### src/rtl/id_ex_stage.sv
// ID/EX pipeline register for the miniLA five-stage pipeline.
// It captures one decoded instruction per cycle, forwards operands from
// EX/MEM/WB on capture, and inserts bubbles on load-use hazards and flushes.
module id_ex_stage #(
  parameter int WIDTH = 32,
  parameter int REGW  = 5
) (
  input  logic             cpu_clk,
  input  logic             cpu_rstn,
  input  logic             stall,
  input  logic             flush,
  input  logic             id_valid,
  input  logic [WIDTH-1:0] id_inst,
  input  logic [WIDTH-1:0] id_pc,
  input  logic [WIDTH-1:0] id_rD1,
  input  logic [WIDTH-1:0] id_rD2,
  input  logic [WIDTH-1:0] id_sext1,
  input  logic [WIDTH-1:0] id_zext,
  input  logic [REGW-1:0]  id_rR1,
  input  logic [REGW-1:0]  id_rR2,
  input  logic             id_use_r1,
  input  logic             id_use_r2,
  input  logic [3:0]       id_alu_op,
  input  logic [2:0]       id_alu_sel,
  input  logic             id_rf_we,
  input  logic [REGW-1:0]  id_wR,
  input  logic             id_is_load,
  input  logic [WIDTH-1:0] ex_alu_c,
  input  logic             mem_rf_we,
  input  logic [REGW-1:0]  mem_wR,
  input  logic [WIDTH-1:0] mem_wD,
  input  logic             wb_rf_we,
  input  logic [REGW-1:0]  wb_wR,
  input  logic [WIDTH-1:0] wb_wD,
  output logic             ex_valid,
  output logic [WIDTH-1:0] ex_inst,
  output logic [WIDTH-1:0] ex_pc,
  output logic [WIDTH-1:0] ex_rD1,
  output logic [WIDTH-1:0] ex_rD2,
  output logic [WIDTH-1:0] ex_sext1,
  output logic [WIDTH-1:0] ex_zext,
  output logic [3:0]       ex_alu_op,
  output logic [2:0]       ex_alu_sel,
  output logic             ex_rf_we,
  output logic [REGW-1:0]  ex_wR,
  output logic             ex_is_load,
  output logic             load_use_stall,
  output logic [15:0]      bubble_cnt
);

  logic             r_valid;
  logic [WIDTH-1:0] r_inst, r_pc, r_rD1, r_rD2, r_sext1, r_zext;
  logic [3:0]       r_alu_op;
  logic [2:0]       r_alu_sel;
  logic             r_rf_we;
  logic [REGW-1:0]  r_wR;
  logic             r_is_load;
  logic [15:0]      r_bubble_cnt;

  logic             w_ex_fwd_ok;
  logic             w_load_use;
  logic [WIDTH-1:0] w_fwd1, w_fwd2;

  // Counter increment that sticks at all-ones instead of wrapping.
  function automatic logic [15:0] sat_inc(input logic [15:0] v);
    return (v == 16'hFFFF) ? v : v + 16'd1;
  endfunction

  // A load's result is not available in EX, so only non-load producers forward from EX.
  assign w_ex_fwd_ok = r_valid & r_rf_we & ~r_is_load;

  // Load-use hazard: the instruction in ID needs a value the load in EX has not produced yet.
  assign w_load_use = id_valid & r_valid & r_is_load & r_rf_we & (r_wR != '0) &
                      ((id_use_r1 & (id_rR1 == r_wR)) | (id_use_r2 & (id_rR2 == r_wR))) &
                      ~flush & ~stall;

  // Source 1 operand select: youngest producer wins, r0 never forwarded.
  always_comb begin
    w_fwd1 = id_rD1;
    if (id_rR1 != '0) begin
      if (w_ex_fwd_ok && (r_wR == id_rR1))     w_fwd1 = ex_alu_c;
      else if (mem_rf_we && (mem_wR == id_rR1)) w_fwd1 = mem_wD;
      else if (wb_rf_we && (wb_wR == id_rR1))   w_fwd1 = wb_wD;
    end
  end

  // Source 2 operand select: youngest producer wins, r0 never forwarded.
  always_comb begin
    w_fwd2 = id_rD2;
    if (id_rR2 != '0) begin
      if (w_ex_fwd_ok && (r_wR == id_rR2))     w_fwd2 = ex_alu_c;
      else if (mem_rf_we && (mem_wR == id_rR2)) w_fwd2 = mem_wD;
      else if (wb_rf_we && (wb_wR == id_rR2))   w_fwd2 = wb_wD;
    end
  end

  // Pipeline register: stall holds everything, flush/load-use load a counted bubble.
  always_ff @(posedge cpu_clk or negedge cpu_rstn) begin
    if (!cpu_rstn) begin
      r_valid      <= 1'b0;
      r_inst       <= '0;
      r_pc         <= '0;
      r_rD1        <= '0;
      r_rD2        <= '0;
      r_sext1      <= '0;
      r_zext       <= '0;
      r_alu_op     <= '0;
      r_alu_sel    <= '0;
      r_rf_we      <= 1'b0;
      r_wR         <= '0;
      r_is_load    <= 1'b0;
      r_bubble_cnt <= '0;
    end else if (!stall) begin
      if (flush || w_load_use) begin
        r_valid      <= 1'b0;
        r_inst       <= '0;
        r_pc         <= '0;
        r_rD1        <= '0;
        r_rD2        <= '0;
        r_sext1      <= '0;
        r_zext       <= '0;
        r_alu_op     <= '0;
        r_alu_sel    <= '0;
        r_rf_we      <= 1'b0;
        r_wR         <= '0;
        r_is_load    <= 1'b0;
        r_bubble_cnt <= sat_inc(r_bubble_cnt);
      end else begin
        r_valid      <= id_valid;
        r_inst       <= id_inst;
        r_pc         <= id_pc;
        r_rD1        <= w_fwd1;
        r_rD2        <= w_fwd2;
        r_sext1      <= id_sext1;
        r_zext       <= id_zext;
        r_alu_op     <= id_alu_op;
        r_alu_sel    <= id_alu_sel;
        r_rf_we      <= id_rf_we & id_valid;
        r_wR         <= id_wR;
        r_is_load    <= id_is_load & id_valid;
      end
    end
  end

  assign ex_valid       = r_valid;
  assign ex_inst        = r_inst;
  assign ex_pc          = r_pc;
  assign ex_rD1         = r_rD1;
  assign ex_rD2         = r_rD2;
  assign ex_sext1       = r_sext1;
  assign ex_zext        = r_zext;
  assign ex_alu_op      = r_alu_op;
  assign ex_alu_sel     = r_alu_sel;
  assign ex_rf_we       = r_rf_we;
  assign ex_wR          = r_wR;
  assign ex_is_load     = r_is_load;
  assign load_use_stall = w_load_use;
  assign bubble_cnt     = r_bubble_cnt;

endmodule

### config.mk
export PLATFORM = sky130hd
export DESIGN_NAME = id_ex_stage
export DESIGN_NICKNAME = d
export VERILOG_FILES = /design/src/rtl/id_ex_stage.sv
export SDC_FILE = /design/constraint.sdc
export NUM_CORES = 1
export LEC_CHECK = 0
export CAP_MARGIN = 5
export CORE_AREA = 2 2 219 221
export CTS_CLUSTER_SIZE = 28
export DETAILED_ROUTE_END_ITERATION = 10
export DIE_AREA = 0 0 221 223
export PLACE_DENSITY_LB_ADDON = 0.15
export RECOVER_POWER = 50
export SLEW_MARGIN = 20
export SYNTH_ARGS = -nofsm -noshare
export SYNTH_HDL_FRONTEND = slang
export SYNTH_SLANG_ARGS = --single-unit
### constraint.sdc
create_clock -name cpu_clk -period 4.92 [get_ports cpu_clk]
set_input_delay 0.492 -clock cpu_clk [delete_from_list [all_inputs] [get_ports cpu_clk]]
set_output_delay 0.492 -clock cpu_clk [all_outputs]
set_load 0.05 [all_outputs]
==> impl_metrics.toml, run 1 <==
[outcome]
outcome = "finished with violations"
violations = "max-capacitance violations, max-slew violations"

[power]
power_frac_seq = 0.361
power_frac_comb = 0.288
switching_share = 0.3436
finalPower_mw = 5.821
p_leak_nw = 7.960
clockPowerShare = 0.351
ir_worst_vdd_mv = 0.2820
p_switching_mw = 2.000
p_int_mw = 3.821
power_density_nw_per_um2 = 314.6

[grt]
grt_pass1_vias = 12324
grt_max_degree = 144
antenna_found_initial = 16
grt_usage = 0.2224
grt_pass1_wl_microns = 83920
overflow = 0

[logic_synthesis]
yosys-top-cells-area = "dfrtp_1 (48%), a22o_1 (11%), nand3_1 (8.6%)"
synth_seq_area_share = 0.4839
yosys_warnings = 0
synth_most_common_cell = "dfrtp_1"
ys.flop_type = "dfrtp_1"
syn_area_per_cell_sq_um = 9.247
ys_ff_latch = 223
syn_inst = 1247
synthArstFlopShare = 1.000
synth_nets = 1579
synth_edf_count = 0
yosys.area.top_type = "dfrtp_1"
synthDistinctLibCells = 32
syn-cell-area_sq_um = 11530
yosys.area.top_type_share = 0.4839
synth_common_cells = "dfrtp_1 (223), nand3_1 (199), a22o_1 (141), nand2_1 (136), o21ai_0 (128)"

[finish]
num-nets-final = 2064
nFillCells = 4641
area_growth_pct = 60.48
drive_gt1_frac = 0.04509
final_util = 0.3925

[sta]
clock_skew_ps = 8.681
timing.final.crit_share = 0.7081
fin_crit_ps = 3484
relSlewSlack = -0.6242
drv_slew = 91
tightest_slew_ps = 2436
max_clock_freq_mhz = 287.0
rsz0062_at_grt = "no"
final-hold-violation-count = 0
tns_ps = 0
setup_violations = 0

[job]
cap_violations = 1

[floorplan]
die_x_microns = 221
rows = 80
fp.dieH_microns = 223
coreArea_sq_um = 47150
start_util = 0.2446
io_pins = 555
dieArea_sq_um = 49280

[clock_network]
clockRootBuffer = "clkbuf_16"
h-tree-depth = 1
insertion_delay_ps = 570
cts_num_sinks = 223
cts_resized = 0
cts_buffer_depth = 3
cts_hold_buf = 1
cts_setup_buffers = 0
clkTransAtPathRegs_ps = 60
cts_tree = "built"
cts_buffers = 29

[worst_setup_path]
critical_path_arrival_ps = 3980
cp-end-kind = "async pin"
r2r-start = "ex_wR[0]"
crit_type = "input pin to async pin"
cp-start-kind = "input pin"
r2r-end = "ex_inst[1]"
reg2reg_slack_ps = 1820
critPathRequiredTime_ps = 5420
crit_fanout = 91
rr_worst_depth = 8

[detailed_routing]
drc = 0
ant_nets = 0
vias = 12463
viasPerCell = 5.243
dr.pass1.iters = 5
routed_wl_microns = 57570
drt_iter0_drc = 821
wire_per_inst_microns = 24.22

[placement]
io_buffers = 554
dp.final_hpwl_microns = 38940
gp_congestion = 0.8526

[hold_path]
hold_depth = 1
hold_path.startpoint = "bubble_cnt[12]"
min_path_type = "flop to flop"
hold_end = "bubble_cnt[12]"
==> worst max path at each step <==
| stage | start | to | slack [ps] | depth (start not counted) |
|---|---|---|---|---|
| after global routing | cpu_rstn | ex_sext1[15] | 840 | 3 |
| after global placement | id_rR1[2] | ex_rf_we | 1420 | 9 |
| after detailed placement | id_rR2[0] | ex_is_load | 1380 | 9 |
| after CTS | ex_wR[0] | load_use_stall | 1410 | 5 |
| after floorplan | ex_wR[2] | load_use_stall | 2380 | 6 |
| final | cpu_rstn | ex_sext1[17] | 1440 | 3 |
==> registers in the layout (all words and copies together), names as in the netlist <==
signal / cells
bubble_cnt: 16
ex_alu_op: 4
ex_alu_sel: 3
ex_inst: 32
ex_is_load: 1
ex_pc: 32
ex_rD1: 32
ex_rD2: 32
ex_rf_we: 1
ex_sext1: 32
ex_valid: 1
ex_wR: 5
ex_zext: 32
==> placed cells by master (no fill, tap or decap), drive strengths merged, types with 8 or more instances in the layout <==
master	Yosys	final
a22o	141	141
a311oi	64	64
and3	10	10
buf	19	23
clkbuf	104	46
clkdlybuf4s50	0	439
dfrtp	223	223
diode	0	10
dlygate4sd3	0	113
nand2	136	136
nand3	199	199
nor2	76	76
o211ai	8	8
o21a	64	64
o21ai	130	130
xnor2	27	27
xor2	18	18
==> power by group through the flow <==
| stage | Combinational (mW) | Clock (mW) | Sequential [mW] |
|---|---|---|---|
| floorplan | 0.359 | 0 | 2.66 |
| global placement | 1.70 | 0 | 2.14 |
| detailed placement | 1.71 | 0 | 2.14 |
| CTS | 1.72 | 2.11 | 2.11 |
| global route | 1.76 | 2.19 | 2.13 |
| finish | 1.67 | 2.04 | 2.10 |
==> critical path, cell delays in order <==
cell	delay, ps
dlygate4sd3_1	520
clkbuf_2	1660
clkbuf_2	1150
==> metrics by stage <==
step	instance area, sq um	hold WS, ps	setup WS (ps)	instances
final	18510	486.0	1436	2377
after global routing	18510	497.0	839.1	2377
after detailed placement	17580	485.5	1383	2315
after global placement	17580	480.7	1423	2315
after floorplan	11530	196.4	2383	1247
after CTS	18490	478.0	1409	2367
==> logic make-up after synthesis <==
logic type / Yosys count / share of synthesized area
compound gates: 417 / 0.2666
mux: 1 / 0.0009765
simple gates: 436 / 0.1692
flops: 223 / 0.4839
buf+inv: 124 / 0.04405
fa+ha+maj: 1 / 0.001085
xor+xnor: 45 / 0.03418
==> layout make-up <==
type                            count  area [sq um]  area share
Multi-Input combinational cell    900          5498      0.2971
Timing Repair Buffer              577          5734      0.3099
Inverter                            1         3.754   0.0002028
Antenna cell                       10         25.02    0.001352
Tap cell                          615         769.5     0.04158
Clock inverter                      7         52.55    0.002840
Clock buffer                       44         842.1     0.04550
Sequential cell                   223          5580      0.3016
==> metal layers <==
metal  global-route usage  share of wire  vias up
li1                     -              -     5622
met1               0.2809           0.41     6108
met2               0.3653           0.48      611
met3              0.05650          0.081      112
met4              0.08487          0.029       10
met5                    0         0.0011        -
Note: power is estimated with default switching activity, not from simulation.
==> inputs of run 2 (changes only) <==
- CORE_AREA: 2 2 219 221 -> 2 2 218 220
- DIE_AREA: 0 0 221 223 -> 0 0 220 222
- clock period: 4.92 -> 3.12 ns (I/O delays scaled with it)
==> impl_metrics.toml, run 2 (same netlist as run 1, synthesis figures left out) <==
[floorplan]
fp.dieH_microns = 222
start_util = 0.2493
dieArea_sq_um = 48840
die_x_microns = 220
coreArea_sq_um = 46260
rows = 79
io_pins = 555

[clock_network]
cts_num_sinks = 223
insertion_delay_ps = 570
cts_setup_buffers = 0
cts_tree = "built"
clkTransAtPathRegs_ps = 60
cts_buffers = 28
cts_buffer_depth = 3
h-tree-depth = 1
clockRootBuffer = "clkbuf_16"

[placement]
gp_congestion = 0.8683
place_ws_ps = 97.05
dp.final_hpwl_microns = 39390
io_buffers = 554

[grt]
overflow = 0
grt_max_degree = 210
grt_usage = 0.2274
grt_pass1_wl_microns = 84150
grt_pass1_vias = 12445
antenna_found_initial = 22

[hold_path]
min_path_type = "input pin to flop"

[finish]
drive_gt1_frac = 0.05989
num-nets-final = 2081
final_common_cell = "clkdlybuf4s50_1"
final_cell_mix = "clkdlybuf4s50_1 (438), dfrtp_1 (223), nand3_1 (197)"
area_growth_pct = 64.13

[power]
clockPowerShare = 0.372
switching_share = 0.3340
p_leak_nw = 8.164
p_switching_mw = 3.199
power_frac_seq = 0.346
power_frac_comb = 0.282
p_int_mw = 6.377
power_density_nw_per_um2 = 506.0
ir_worst_vdd_mv = 0.3476

[sta]
timing.final.crit_share = 0.9430
rsz0062_at_grt = "no"
setup_violations = 0
fin_crit_ps = 2942
setup_slack_ps = 177.8
relSlewSlack = -0.5831
tns_ps = 0
clock_skew_ps = 9.329
tightest_slew_ps = 2375
drv_slew = 85
max_clock_freq_mhz = 339.9
final-hold-violation-count = 0

[outcome]
violations = "max-capacitance violations, max-slew violations"
outcome = "finished with violations"

[detailed_routing]
ant_nets = 0
drt_iter0_drc = 962
vias = 12476
viasPerCell = 5.216
drc = 0
wire_per_inst_microns = 24.28
routed_wl_microns = 58070
dr.pass1.iters = 5

[job]
cap_violations = 1

[worst_setup_path]
cp-start-kind = "flop"
crit_type = "flop to output port"
cp-end-kind = "output port"
crit_fanout = 40
critPathRequiredTime_ps = 2810
critical_path_arrival_ps = 2630
[run 2: power by group through the flow]
stage | Sequential, mW | Clock [mW] | Combinational [mW]
floorplan | 4.20 | 0 | 0.566
global placement | 3.37 | 0 | 2.73
detailed placement | 3.37 | 0 | 2.74
finish | 3.32 | 3.56 | 2.70
CTS | 3.32 | 3.65 | 2.75
global route | 3.35 | 3.77 | 2.83
[run 2: repair_timing]
item                                    in CTS  in global routing
resized for setup                            0                  3
hold endpoints to repair                    83                  0
hold buffers                                 1                  0
endpoints found under the setup margin       0                  1
[run 2: through the flow]
step                power [mW]  cell area, sq um  std cells  hold slack [ps]    util
finish                   9.576             18930       2392            159.2  0.4091
floorplan                4.765             11530       1247            16.41       -
global route             9.948             18920       2391            145.8  0.4091
detailed placement       6.112             17850       2323            385.4  0.3859
CTS                      9.728             18860       2375            212.2  0.4077
global placement         6.100             17850       2323            386.1  0.3859
[run 2: layout make-up]
class,count,area [sq um]
fill,4577,27330
clock inverter,16,220.2
sequential,223,5580
inverter,1,3.754
antenna,15,37.54
timing repair buffer,595,6046
tap,607,759.5
multi-input combinational,900,5502
clock buffer,35,777.0
[run 2: final timing paths]
path / start / endpoint / slack [ps] / cells after the start
setup / recovery: ex_wR[2] / load_use_stall / 180 / 7
hold / removal: stall / ex_sext1[25] / 160 / 3
setup reg to reg: ex_wR[3] / ex_inst[13] / 440 / 7
hold reg to reg: bubble_cnt[15] / bubble_cnt[15] / 500 / 1
max in group asynchronous: cpu_rstn / ex_inst[9] / 490 / 3
min in group asynchronous: cpu_rstn / ex_inst[11] / 1000 / 2
[run 2: metal layers]
metal / GRT usage / wire (microns) / vias up / share of wire
met5: 0 / 52 / - / 0.00090
met4: 0.08140 / 1776 / 8 / 0.031
met3: 0.06379 / 5128 / 97 / 0.088
met2: 0.3724 / 28090 / 540 / 0.48
met1: 0.2844 / 23020 / 6179 / 0.40
li1: - / - / 5652 / -
[run 2: critical path, cell delays in order, from the launching register on]
cell	delay (ps)
dfrtp_1	410
buf_4	170
xor2_1	180
nor3_2	280
nand3_1	170
a21oi_4	320
clkbuf_16	320
buf_12	170
